$ cat src/rtl/alu_share_arbiter_if.sv
// rtl/alu_share_arbiter_if.sv - request, response and ALU signal bundle for the shared-ALU arbiter
interface alu_share_arbiter_if #(
    parameter int DATA_W = 32
);
    logic              req0_valid;
    logic              req0_ready;
    logic [2:0]        req0_op;
    logic [DATA_W-1:0] req0_a;
    logic [DATA_W-1:0] req0_b;

    logic              req1_valid;
    logic              req1_ready;
    logic [2:0]        req1_op;
    logic [DATA_W-1:0] req1_a;
    logic [DATA_W-1:0] req1_b;

    logic              rsp_valid;
    logic              rsp_ready;
    logic              rsp_id;
    logic [DATA_W-1:0] rsp_data;
    logic              rsp_zero;
    logic              rsp_err;

    logic [2:0]        alu_control;
    logic [DATA_W-1:0] alu_a;
    logic [DATA_W-1:0] alu_b;
    logic [DATA_W-1:0] alu_data;

    logic              busy;

    // Arbiter side
    modport slave (
        input  req0_valid, req0_op, req0_a, req0_b,
        input  req1_valid, req1_op, req1_a, req1_b,
        input  rsp_ready, alu_data,
        output req0_ready, req1_ready,
        output rsp_valid, rsp_id, rsp_data, rsp_zero, rsp_err,
        output alu_control, alu_a, alu_b, busy
    );

    // Requester / consumer / ALU side
    modport master (
        output req0_valid, req0_op, req0_a, req0_b,
        output req1_valid, req1_op, req1_a, req1_b,
        output rsp_ready, alu_data,
        input  req0_ready, req1_ready,
        input  rsp_valid, rsp_id, rsp_data, rsp_zero, rsp_err,
        input  alu_control, alu_a, alu_b, busy
    );
endinterface

$ cat src/rtl/alu_share_arbiter.sv
// rtl/alu_share_arbiter.sv - round-robin sharing of one EX-stage ALU between two requesters
module alu_share_arbiter #(
    parameter int DATA_W = 32
) (
    input  logic                 clk,
    input  logic                 rst,
    alu_share_arbiter_if.slave   bus
);
    typedef enum logic [1:0] {
        ST_IDLE = 2'd0,
        ST_EXEC = 2'd1,
        ST_RESP = 2'd2
    } state_t;

    state_t            state_q, state_d;
    logic              last_grant_q, last_grant_d;
    logic              rsp_valid_q, rsp_valid_d;
    logic              rsp_id_q, rsp_id_d;
    logic [DATA_W-1:0] rsp_data_q, rsp_data_d;
    logic              rsp_zero_q, rsp_zero_d;
    logic              rsp_err_q, rsp_err_d;
    logic [2:0]        alu_control_q, alu_control_d;
    logic [DATA_W-1:0] alu_a_q, alu_a_d;
    logic [DATA_W-1:0] alu_b_q, alu_b_d;
    logic              busy_q, busy_d;

    logic              grant;
    logic              req0_ready_c;
    logic              req1_ready_c;
    logic              accept;
    logic [2:0]        sel_op;
    logic [DATA_W-1:0] sel_a;
    logic [DATA_W-1:0] sel_b;
    logic              sel_legal;

    // Grant: a lone requester wins outright; a tie goes to whoever did not win last time.
    // Readys are gated by rst so nothing looks accepted while the block is held in reset.
    always_comb begin
        grant        = (bus.req0_valid && bus.req1_valid) ? ~last_grant_q : bus.req1_valid;
        req0_ready_c = (state_q == ST_IDLE) && !rst && bus.req0_valid && !grant;
        req1_ready_c = (state_q == ST_IDLE) && !rst && bus.req1_valid &&  grant;
        accept       = req0_ready_c || req1_ready_c;
        sel_op       = grant ? bus.req1_op : bus.req0_op;
        sel_a        = grant ? bus.req1_a  : bus.req0_a;
        sel_b        = grant ? bus.req1_b  : bus.req0_b;
        unique case (sel_op)
            3'b010, 3'b110, 3'b000, 3'b001, 3'b111: sel_legal = 1'b1;
            default:                                sel_legal = 1'b0;
        endcase
    end

    // Next-state and next-output computation for the IDLE -> EXEC -> RESP sequence
    always_comb begin
        state_d       = state_q;
        last_grant_d  = last_grant_q;
        rsp_valid_d   = rsp_valid_q;
        rsp_id_d      = rsp_id_q;
        rsp_data_d    = rsp_data_q;
        rsp_zero_d    = rsp_zero_q;
        rsp_err_d     = rsp_err_q;
        alu_control_d = alu_control_q;
        alu_a_d       = alu_a_q;
        alu_b_d       = alu_b_q;
        unique case (state_q)
            ST_IDLE: begin
                if (accept) begin
                    last_grant_d = grant;
                    rsp_id_d     = grant;
                    if (sel_legal) begin
                        alu_control_d = sel_op;
                        alu_a_d       = sel_a;
                        alu_b_d       = sel_b;
                        state_d       = ST_EXEC;
                    end else begin
                        // Illegal op never reaches the ALU; answer straight away with an error
                        rsp_err_d   = 1'b1;
                        rsp_data_d  = '0;
                        rsp_zero_d  = 1'b0;
                        rsp_valid_d = 1'b1;
                        state_d     = ST_RESP;
                    end
                end
            end
            ST_EXEC: begin
                // ALU settled on the negedge inside this cycle
                rsp_data_d  = bus.alu_data;
                rsp_zero_d  = (bus.alu_data == '0);
                rsp_err_d   = 1'b0;
                rsp_valid_d = 1'b1;
                state_d     = ST_RESP;
            end
            ST_RESP: begin
                if (bus.rsp_ready) begin
                    rsp_valid_d = 1'b0;
                    state_d     = ST_IDLE;
                end
            end
            default: begin
                rsp_valid_d = 1'b0;
                state_d     = ST_IDLE;
            end
        endcase
        busy_d = (state_d != ST_IDLE);
    end

    // State and registered outputs
    always_ff @(posedge clk or posedge rst) begin
        if (rst) begin
            state_q       <= ST_IDLE;
            last_grant_q  <= 1'b1;
            rsp_valid_q   <= 1'b0;
            rsp_id_q      <= 1'b0;
            rsp_data_q    <= '0;
            rsp_zero_q    <= 1'b0;
            rsp_err_q     <= 1'b0;
            alu_control_q <= 3'b000;
            alu_a_q       <= '0;
            alu_b_q       <= '0;
            busy_q        <= 1'b0;
        end else begin
            state_q       <= state_d;
            last_grant_q  <= last_grant_d;
            rsp_valid_q   <= rsp_valid_d;
            rsp_id_q      <= rsp_id_d;
            rsp_data_q    <= rsp_data_d;
            rsp_zero_q    <= rsp_zero_d;
            rsp_err_q     <= rsp_err_d;
            alu_control_q <= alu_control_d;
            alu_a_q       <= alu_a_d;
            alu_b_q       <= alu_b_d;
            busy_q        <= busy_d;
        end
    end

    assign bus.req0_ready  = req0_ready_c;
    assign bus.req1_ready  = req1_ready_c;
    assign bus.rsp_valid   = rsp_valid_q;
    assign bus.rsp_id      = rsp_id_q;
    assign bus.rsp_data    = rsp_data_q;
    assign bus.rsp_zero    = rsp_zero_q;
    assign bus.rsp_err     = rsp_err_q;
    assign bus.alu_control = alu_control_q;
    assign bus.alu_a       = alu_a_q;
    assign bus.alu_b       = alu_b_q;
    assign bus.busy        = busy_q;
endmodule

$ cat src/flat_wrapper.sv
// flat-port wrapper written by rule: the top's interface ports become plain ports
module alu_share_arbiter_flat 
#(
    parameter int DATA_W = 32
)
  (clk, rst, bus_req0_valid, bus_req0_op, bus_req0_a, bus_req0_b, bus_req1_valid, bus_req1_op, bus_req1_a, bus_req1_b, bus_rsp_ready, bus_alu_data, bus_req0_ready, bus_req1_ready, bus_rsp_valid, bus_rsp_id, bus_rsp_data, bus_rsp_zero, bus_rsp_err, bus_alu_control, bus_alu_a, bus_alu_b, bus_busy);
  alu_share_arbiter_if #(.DATA_W(DATA_W)) bus_i ();
  input  logic clk;
  input  logic rst;
  input wire logic [$bits(bus_i.req0_valid)-1:0] bus_req0_valid;
  input wire logic [$bits(bus_i.req0_op)-1:0] bus_req0_op;
  input wire logic [$bits(bus_i.req0_a)-1:0] bus_req0_a;
  input wire logic [$bits(bus_i.req0_b)-1:0] bus_req0_b;
  input wire logic [$bits(bus_i.req1_valid)-1:0] bus_req1_valid;
  input wire logic [$bits(bus_i.req1_op)-1:0] bus_req1_op;
  input wire logic [$bits(bus_i.req1_a)-1:0] bus_req1_a;
  input wire logic [$bits(bus_i.req1_b)-1:0] bus_req1_b;
  input wire logic [$bits(bus_i.rsp_ready)-1:0] bus_rsp_ready;
  input wire logic [$bits(bus_i.alu_data)-1:0] bus_alu_data;
  output wire logic [$bits(bus_i.req0_ready)-1:0] bus_req0_ready;
  output wire logic [$bits(bus_i.req1_ready)-1:0] bus_req1_ready;
  output wire logic [$bits(bus_i.rsp_valid)-1:0] bus_rsp_valid;
  output wire logic [$bits(bus_i.rsp_id)-1:0] bus_rsp_id;
  output wire logic [$bits(bus_i.rsp_data)-1:0] bus_rsp_data;
  output wire logic [$bits(bus_i.rsp_zero)-1:0] bus_rsp_zero;
  output wire logic [$bits(bus_i.rsp_err)-1:0] bus_rsp_err;
  output wire logic [$bits(bus_i.alu_control)-1:0] bus_alu_control;
  output wire logic [$bits(bus_i.alu_a)-1:0] bus_alu_a;
  output wire logic [$bits(bus_i.alu_b)-1:0] bus_alu_b;
  output wire logic [$bits(bus_i.busy)-1:0] bus_busy;
  assign bus_i.req0_valid = bus_req0_valid;
  assign bus_i.req0_op = bus_req0_op;
  assign bus_i.req0_a = bus_req0_a;
  assign bus_i.req0_b = bus_req0_b;
  assign bus_i.req1_valid = bus_req1_valid;
  assign bus_i.req1_op = bus_req1_op;
  assign bus_i.req1_a = bus_req1_a;
  assign bus_i.req1_b = bus_req1_b;
  assign bus_i.rsp_ready = bus_rsp_ready;
  assign bus_i.alu_data = bus_alu_data;
  assign bus_req0_ready = bus_i.req0_ready;
  assign bus_req1_ready = bus_i.req1_ready;
  assign bus_rsp_valid = bus_i.rsp_valid;
  assign bus_rsp_id = bus_i.rsp_id;
  assign bus_rsp_data = bus_i.rsp_data;
  assign bus_rsp_zero = bus_i.rsp_zero;
  assign bus_rsp_err = bus_i.rsp_err;
  assign bus_alu_control = bus_i.alu_control;
  assign bus_alu_a = bus_i.alu_a;
  assign bus_alu_b = bus_i.alu_b;
  assign bus_busy = bus_i.busy;
  alu_share_arbiter #(.DATA_W(DATA_W)) u_core (.clk(clk), .rst(rst), .bus(bus_i));
endmodule
$ cat config.mk
export PLATFORM = sky130hd
export DESIGN_NAME = alu_share_arbiter_flat
export DESIGN_NICKNAME = d
export VERILOG_FILES = /design/src/rtl/alu_share_arbiter_if.sv /design/src/rtl/alu_share_arbiter.sv /design/src/flat_wrapper.sv
export SDC_FILE = /design/constraint.sdc
export NUM_CORES = 1
export LEC_CHECK = 0
export BUFFER_PORTS_ARGS = -buffer_cell sky130_fd_sc_hd__buf_2
export CORE_MARGIN = 1.5
export CORE_UTILIZATION = 49
export CTS_CLUSTER_DIAMETER = 200
export DETAILED_ROUTE_END_ITERATION = 8
export PLACE_DENSITY = 0.84
export SYNTH_ARGS = -nofsm -noshare
export SYNTH_HDL_FRONTEND = slang
export SYNTH_SLANG_ARGS = --single-unit
export TNS_END_PERCENT = 10
$ cat constraint.sdc
create_clock -name clk -period 8.8 [get_ports clk]
set_clock_uncertainty 0.05 [all_clocks]
set_input_delay 0.44 -clock clk [delete_from_list [all_inputs] [get_ports clk]]
set_output_delay 0.44 -clock clk [all_outputs]
set_load 0.02 [all_outputs]
==> results.toml, run 1 <==
[synthesis]
yosysSeqAreaShare = 0.5066
ys_seq_elements = 107
yosysTopAreaCell = "dfrtp_1"
synth-xor-area-share = 0
synth_mux_area_frac = 0.2989
async_flop_share = 1.000
synth_compound_area_frac = 0.09276
synth_top_area_frac = 0.5017
synthAdderAreaFrac = 0
synth_area_leaders = "dfrtp_1 50%, mux2_2 24%, mux2_4 5.4%"
synth-warning-count = 0
synth_top_family_by_area = "multiplexers"
synth_top_flop_cell = "dfrtp_1"
syn_inst = 411
synth_most_common_cell = "mux2_2"
syn_avg_cell_area_um2 = 12.87
synth-simple-area-share = 0.07217
synth_common_cells = "115 x mux2_2, 106 x dfrtp_1, 34 x o21ai_0, 33 x nand2b_1, 32 x a22oi_1"
synth_edf_count = 0
synth.distinct_cells = 33
netlist_area_mm2 = 0.005288
synth_nets = 582

[global_route]
grt_pass1_wl_mm = 22.14
grt_max_degree = 64
antenna_found_initial = 1
grt-ovfl-total = 0
grt_pass1_vias = 4501
track_usage = 0.2460

[clocking]
cts_buffer_depth = 2
cts.root.buffer_cell = "clkbuf_8"
htreeDepth = 3
cts_resized = 0
clk_latency_ns = 0.35
numCtsBuffers = 9
cts_tree = "done"
cts.sinks = 107
hold_buffers = 0
post_cts_buffers = 0
clkTransAtPathRegs_ns = 0.11

[route]
routed-wl-met2_mm = 7.218
vias = 4354
antenna_left = 0
drt_iter0_markers = 263
met3_length_mm = 1.153
totalWireLength_mm = 14.32
vias_per_cell = 5.323
firstDrtPassIters = 5
drt-met1-wl_mm = 5.595
highest_layer = "met4"
wl_per_cell_um = 17.51
drc = 0

[worst_setup_path]
crit_path_start_kind = "flop"
cp-end-kind = "flop"
criticalPathCategory = "flop to flop"
crit_required_ns = 8.98
path_max_fanout = 35
critical_path_arrival_ns = 3.54

[finish]
area_growth_pct = 31.19
fin_area_mm2 = 0.006937
drive_gt1_frac = 0.6446
post-route-util = 0.6659
num-nets-final = 847
fin_cells = 818

[power_and_ir_drop]
cellPowerDensity_mw_per_mm2 = 335.4
leakagePower_uw = 0.003421
peakVddDrop_v = 0.0002060
finalPower_uw = 2326

[sta]
rsz0062_at_grt = "false"
post-route-period-util = 0.3819
slew_violations = 0
fin_setup_tns_ns = 0
final-setup-viol-count = 0
min_period_ns = 3.361
fmax_mhz = 297.5
hold_viol_final = 0
slew_headroom = 0.2551
tightest_slew_ns = 1.114

[die]
core_area_mm2 = 0.01042
die_x_um = 106.9
row_count = 37
fp.dieArea_mm2 = 0.01142
die_h_um = 106.9
start_util = 0.5076
io_pins = 277

[place]
dpl.cell_count = 801
io_buffers = 276
dp_hpwl_mm = 10.89
place_area_mm2 = 0.006764
gp_congestion = 0.7819

[run]
cap_violations = 0

[min_path]
min_path_type = "input port to async pin"

[run_status]
outcome = "finished, final reports clean"
per-layer routing:
metal,global-route usage,vias up
li1,-,2019
met1,0.2908,2101
met2,0.4267,205
met3,0.06991,29
met4,0.08857,0
met5,0,-
power breakdown:
part           internal, µW  switching, µW
combinational           499            661
clock                   106            165
sequential              742            153
worst paths after layout:
| check | start | end | slack [ns] | depth (start not counted) |
|---|---|---|---|---|
| worst max register to register | u_core.last_grant_q | u_core.bus.alu_a[20] | 5.44 | 5 |
| min in group clk | bus_req1_valid | u_core.last_grant_q | 0.27 | 3 |
| worst min-delay path | rst | u_core.bus.rsp_id | 0.10 | 2 |
| worst min register to register | u_core.bus.rsp_id | u_core.bus.rsp_id | 0.45 | 1 |
| worst max-delay path | u_core.last_grant_q | u_core.bus.alu_a[20] | 5.44 | 5 |
| max in group asynchronous | rst | u_core.bus.rsp_err | 7.38 | 3 |
layout make-up:
class	count	area (µm²)
antenna	1	2.502
clock buffer	11	131.4
clock inverter	5	38.79
fill	788	3480
inverter	3	13.76
multi-input combinational	272	2467
sequential	107	2679
tap	136	170.2
timing repair buffer	283	1434
placed cells by master (no fill, tap or decap), types with 2 or more instances in the layout:
| cell type | count |
|---|---|
| buf_2 | 276 |
| mux2_2 | 115 |
| dfrtp_1 | 106 |
| o21ai_0 | 34 |
| nand2b_1 | 33 |
| a22oi_1 | 32 |
| mux2_4 | 19 |
| clkbuf_8 | 9 |
| nor4_1 | 8 |
| nand2_1 | 7 |
| buf_4 | 7 |
| nor2_1 | 3 |
| nor2b_1 | 2 |
| nor3_2 | 2 |
| a21oi_1 | 2 |
| inv_1 | 2 |
| inv_6 | 2 |
| clkbuf_1 | 2 |
cells by family (layout without fill, tap and decap cells):
| logic type | Yosys count | after routing |
|---|---|---|
| buffers and inverters | 32 | 302 |
| AOI/OAI and AO/OA | 75 | 75 |
| other | 0 | 1 |
| and+or+nand+nor | 63 | 63 |
| DFF | 107 | 107 |
| muxes | 134 | 134 |
flip-flops by register name (all words and copies together) (netlist names):
name and cells:
u_core.bus.alu_a 32, u_core.bus.alu_b 32, u_core.bus.alu_control 3, u_core.bus.busy 1
u_core.bus.rsp_data 32, u_core.bus.rsp_err 1, u_core.bus.rsp_id 1, u_core.bus.rsp_valid 1
u_core.bus.rsp_zero 1, u_core.last_grant_q 1, u_core.state_q 2
per-stage QoR:
step	hold slack, ns	setup slack (ns)
3_3_place_gp	0.4100	5.333
3_5_place_dp	0.4178	5.202
4_1_cts	0.1132	5.385
2_1_floorplan	0.4194	5.494
6_report	0.1001	5.439
5_1_grt	0.1461	5.207
critical path, stage by stage (launching register included):
cell	delay [ns]
dfstp_2	0.41
a21boi_4	0.68
nor3_2	0.19
o21bai_4	0.92
buf_4	0.57
mux2_2	0.39
(Power assumes the default switching activity.)
==> inputs of run 2 (changes only) <==
--- a/config.mk
+++ b/config.mk
@@ -7,10 +7,10 @@
 export LEC_CHECK = 0
 export BUFFER_PORTS_ARGS = -buffer_cell sky130_fd_sc_hd__buf_2
 export CORE_MARGIN = 1.5
-export CORE_UTILIZATION = 49
+export CORE_UTILIZATION = 46
 export CTS_CLUSTER_DIAMETER = 200
 export DETAILED_ROUTE_END_ITERATION = 8
-export PLACE_DENSITY = 0.84
+export PLACE_DENSITY = 0.79
 export SYNTH_ARGS = -nofsm -noshare
 export SYNTH_HDL_FRONTEND = slang
 export SYNTH_SLANG_ARGS = --single-unit
==> constraint.sdc (replaced) <==
create_clock -name clk -period 3.44 [get_ports clk]
set_clock_uncertainty 0.05 [all_clocks]
set_input_delay 0.172 -clock clk [delete_from_list [all_inputs] [get_ports clk]]
set_output_delay 0.172 -clock clk [all_outputs]
set_load 0.02 [all_outputs]
==> run 2 against run 1 <==
Net effect: clock-buffer cell count is the same; flip-flop and latch count unchanged; register-to-register slack got worse by 4.3 ns; cell count up 1.2%; die area grew 6.3%; worst setup slack worse by 4.3 ns; power grew to 2.8 times the previous value.
==> results.toml, run 2 (synthesized netlist as in run 1, its figures left out) <==
[run_status]
outcome = "finished, final reports clean"

[clocking]
numCtsBuffers = 9
htreeDepth = 3
clk_latency_ns = 0.34
post_cts_buffers = 0
cts_resized = 0
cts_buffer_depth = 2
cts.root.buffer_cell = "clkbuf_16"
cts_tree = "done"
clkTransAtPathRegs_ns = 0.07
cts.sinks = 107
hold_buffers = 2

[worst_setup_path]
worst-path-buf-inv = 2
critical_path_arrival_ns = 2.10
path_cells = "a21boi_4, buf_4, and2_1, buf_2"
crit_path_start_kind = "flop"
path_max_fanout = 65
crit_required_ns = 3.22
criticalPathCategory = "flop to primary output"
cp_top_family = "buffers and inverters"
slowest_stage = "buf_4"
cpPeakStageDelay_ns = 0.67
cp-end-kind = "primary output"

[finish]
fillCellCount = 843
layout.cells.most_common_list = "276 x buf_2, 115 x mux2_2, 106 x dfrtp_1"
drive_gt1_frac = 0.6462
fin_cells = 828
fin_area_mm2 = 0.007157
area_growth_pct = 35.35
num-nets-final = 850
layout_commonest_cell = "buf_2"

[power_and_ir_drop]
cellPowerDensity_mw_per_mm2 = 895.3
peakVddDrop_v = 0.0005256
leakagePower_uw = 0.003518
finalPower_uw = 6407

[sta]
fin_setup_tns_ns = 0
min_period_ns = 2.322
slew_violations = 0
tightest_slew_ns = 0.8238
hold_viol_final = 0
post-route-period-util = 0.6750
final-setup-viol-count = 0
fmax_mhz = 430.6
rsz0062_at_grt = "false"
slew_headroom = 0.4508

[die]
fp.dieArea_mm2 = 0.01215
row_count = 38
core_area_mm2 = 0.01103
io_pins = 277
start_util = 0.4794
die_x_um = 110.2
die_h_um = 110.2

[place]
place_area_mm2 = 0.006789
gp_congestion = 0.7979
dp_hpwl_mm = 10.93
io_buffers = 276
dpl.cell_count = 806

[route]
antenna_left = 0
drt_iter0_markers = 278
firstDrtPassIters = 4
vias = 4361
wl_per_cell_um = 17.46
drc = 0
totalWireLength_mm = 14.46
vias_per_cell = 5.267

[global_route]
grt_max_degree = 66
grt-ovfl-total = 0
antenna_found_initial = 4
grt_pass1_wl_mm = 21.52
track_usage = 0.2361
grt_pass1_vias = 4465

[run]
cap_violations = 0

[min_path]
min_path_type = "input port to flop"
==> run 2: changes by cell type in the layout (fill, tap and decap cells not counted) <==
cell and change:
dlygate4sd3_1 +2, bufinv_16 +2, diode_2 +3, clkinv_4 +1, clkbuf_16 +9, buf_12 +1
clkbuf_1 -2, clkinv_2 -1, clkbuf_8 -7, inv_6 -2
==> run 2: final cells by class <==
cell class | instances | area (µm²) | share of cell area
inverters | 3 | 13.76 | 0.001923
clock inverters | 5 | 85.08 | 0.01189
flip-flops and latches | 107 | 2679 | 0.3743
multi-input cells | 272 | 2467 | 0.3448
repair buffers | 286 | 1474 | 0.2059
clock buffers | 11 | 252.7 | 0.03531
diodes | 4 | 10.01 | 0.001399
well taps | 140 | 175.2 | 0.02448
==> run 2: per-stage QoR <==
stage                     utilization  hold WS (ns)  setup WS, ns
final                          0.6488       0.02526         1.118
after global placement         0.6155        0.3313         1.205
after detailed placement       0.6155        0.3487         1.142
after global routing           0.6488       0.02009        0.9710
after CTS                      0.6479      0.009184         1.049
after floorplan                     -        0.2247        0.4024
==> run 2: tightest hold or removal path: stages <==
cell     delay, ns
buf_2         0.09
a22oi_1       0.05
o21ai_0       0.07
==> run 2: path summary, 6_finish.rpt <==
kind,to,slack [ns],from,cells after the start
max,bus_req1_ready,1.12,u_core.last_grant_q,4
min,u_core.bus.rsp_data[28],0.03,bus_alu_data[28],3
max reg2reg,u_core.bus.alu_b[23],1.14,u_core.last_grant_q,5
min reg2reg,u_core.bus.rsp_id,0.43,u_core.bus.rsp_id,1
max in group asynchronous,u_core.bus.alu_a[26],1.99,rst,4
min in group asynchronous,u_core.bus.busy,0.52,rst,3
==> run 2: routing by layer <==
layer  share of wire  global-route usage  wire length [µm]
met1            0.37              0.2520              5413
met2            0.51              0.4232              7347
met3           0.093             0.08113              1349
met4           0.024              0.1016               345
met5               0                   0                 0
==> run 2: where the power goes <==
| part | switching (µW) | leakage [µW] | internal [µW] |
|---|---|---|---|
| Clock | 461 | 0.000162 | 680 |
| Sequential | 402 | 0.00126 | 1900 |
| Combinational | 1680 | 0.00210 | 1280 |
| Total | 2540 | 0.00352 | 3870 |
==> inputs of run 3 (changes only) <==
==> constraint.sdc (replaced) <==
create_clock -name clk -period 2.4 [get_ports clk]
set_clock_uncertainty 0.05 [all_clocks]
set_input_delay 0.12 -clock clk [delete_from_list [all_inputs] [get_ports clk]]
set_output_delay 0.12 -clock clk [all_outputs]
set_load 0.02 [all_outputs]
==> run 3 against run 2 <==
Net effect: first-iteration DRC count increased by 65%; critical path depth is 3 higher; clock power rose by 49%; core utilization increased by 2.4 points; worst hold slack worse by 0.013 ns; sequential power increased by 43%; cell count rose by 2.7%; register-to-register slack lost 0.70 ns; flip-flop and latch count unchanged; via count up 2.2%; combinational power increased by 46%; critical endpoint is now u_core.bus.alu_a[12]; highest routed layer unchanged.
==> results.toml, run 3 (synthesized netlist as in run 1, its figures left out) <==
[global_route]
antenna_found_initial = 0
track_usage = 0.2420
grt_pass1_vias = 4664
grt-ovfl-total = 0
grt_pass1_wl_mm = 22.38
grt_max_degree = 69

[power_and_ir_drop]
leakagePower_uw = 0.003629
cellPowerDensity_mw_per_mm2 = 1255
finalPower_uw = 9318
peakVddDrop_v = 0.0008712

[worst_setup_path]
r2r_slack_ns = 0.44
path_cells = "dlygate4sd3_1, buf_2, a21boi_4, nor3_2, o21bai_4, buf_12, mux2_2"
cpPeakStageDelay_ns = 0.53
reg2reg_depth = 5
critical_path_arrival_ns = 2.14
worst-path-buf-inv = 3
crit_required_ns = 2.57
r2r_start = "u_core.last_grant_q"
criticalPathCategory = "input port to flop"
cp-end-kind = "flop"
crit_path_start_kind = "input port"
cp_top_family = "buffers and inverters"
rr_endpoint = "u_core.bus.alu_a[12]"
slowest_stage = "dlygate4sd3_1"
path_max_fanout = 68

[finish]
num-nets-final = 876
antenna_cells = 0
layout_commonest_cell = "buf_2"
layout.cells.most_common_list = "276 x buf_2, 115 x mux2_2, 106 x dfrtp_1"
fin_cells = 850
fillCellCount = 823
drive_gt1_frac = 0.6225
area_growth_pct = 40.37
post-route-util = 0.6729

[run_status]
outcome = "finished, final reports clean"

[sta]
whs_ns = 0.01258
final-setup-viol-count = 0
fmax_mhz = 508.0
tightest_slew_ns = 0.7340
rsz0062_at_grt = "false"
slew_headroom = 0.5106
slew_violations = 0
min_period_ns = 1.969
fin_setup_tns_ns = 0
hold_viol_final = 0
post-route-period-util = 0.8203

[clocking]
cts_buffer_depth = 2
clkTransAtPathRegs_ns = 0.07
cts_resized = 0
cts_tree = "done"
cts.sinks = 107
cts.root.buffer_cell = "clkbuf_16"
clk_latency_ns = 0.33
numCtsBuffers = 9
htreeDepth = 3
post_cts_buffers = 0

[route]
totalWireLength_mm = 14.91
wl_per_cell_um = 17.54
firstDrtPassIters = 4
antenna_left = 0
drt_iter0_markers = 460
vias_per_cell = 5.245
drc = 0
vias = 4458

[min_path]
hold_depth = 3
holdPathEnd = "u_core.bus.rsp_data[12]"
min_path_type = "input port to flop"
worstHoldStart = "bus_alu_data[12]"

[die]
start_util = 0.4794
io_pins = 277
die_h_um = 110.2
core_area_mm2 = 0.01103
fp.dieArea_mm2 = 0.01215
row_count = 38
die_x_um = 110.2

[place]
io_buffers = 276
gp_congestion = 0.8162
dpl.cell_count = 808
dp_hpwl_mm = 10.80

[run]
cap_violations = 0
## run 3: power breakdown
part / total, µW / switching [µW] / internal (µW) / leakage, µW
clock network: 1700 / 645 / 1050 / 0.000163
registers: 3310 / 577 / 2730 / 0.00126
logic: 4320 / 2440 / 1880 / 0.00221
## run 3: area by class of cell
cell class | count | area [µm²] | share of cell area
Clock inverter | 4 | 97.59 | 0.01315
Inverter | 3 | 15.01 | 0.002023
Multi-Input combinational cell | 272 | 2467 | 0.3324
Timing Repair Buffer | 312 | 1742 | 0.2347
Clock buffer | 12 | 246.5 | 0.03321
Tap cell | 140 | 175.2 | 0.02360
Sequential cell | 107 | 2679 | 0.3609
## run 3: routing by layer
layer | wire, µm | track usage
met1 | 5519 | 0.2637
met2 | 7576 | 0.4250
met3 | 1483 | 0.09112
met4 | 329 | 0.09615
met5 | 0 | 0
## run 3: how the worst max path moves through the flow
stage	slack [ns]	depth (start not counted)	end	startpoint
6_report	0.43	7	u_core.bus.alu_a[12]	bus_req1_valid
2_1_floorplan	0.55	5	u_core.bus.alu_b[25]	u_core.last_grant_q
3_3_place_gp	0.54	5	u_core.bus.alu_a[22]	u_core.last_grant_q
5_1_grt	0.37	7	u_core.bus.alu_a[12]	bus_req1_valid
4_1_cts	0.46	7	u_core.bus.alu_b[12]	bus_req1_valid
3_5_place_dp	0.47	5	u_core.bus.alu_a[12]	u_core.last_grant_q
## run 3: per-stage QoR
stage | instance area (µm²) | setup slack (ns)
3_5_place_dp | 6818 | 0.4725
4_1_cts | 7422 | 0.4621
6_report | 7422 | 0.4314
5_1_grt | 7422 | 0.3731
2_1_floorplan | 5291 | 0.5478
3_3_place_gp | 6818 | 0.5388
## run 3: repair_timing
item,in CTS,in global routing
hold endpoints to repair,74,0
endpoints found under the setup margin,0,0
hold buffers,26,0
## run 3: tightest hold or removal path, delay by kind of cell
family          cells  cell delay (ns)
buf+inv             1             0.10
compound gates      2             0.14
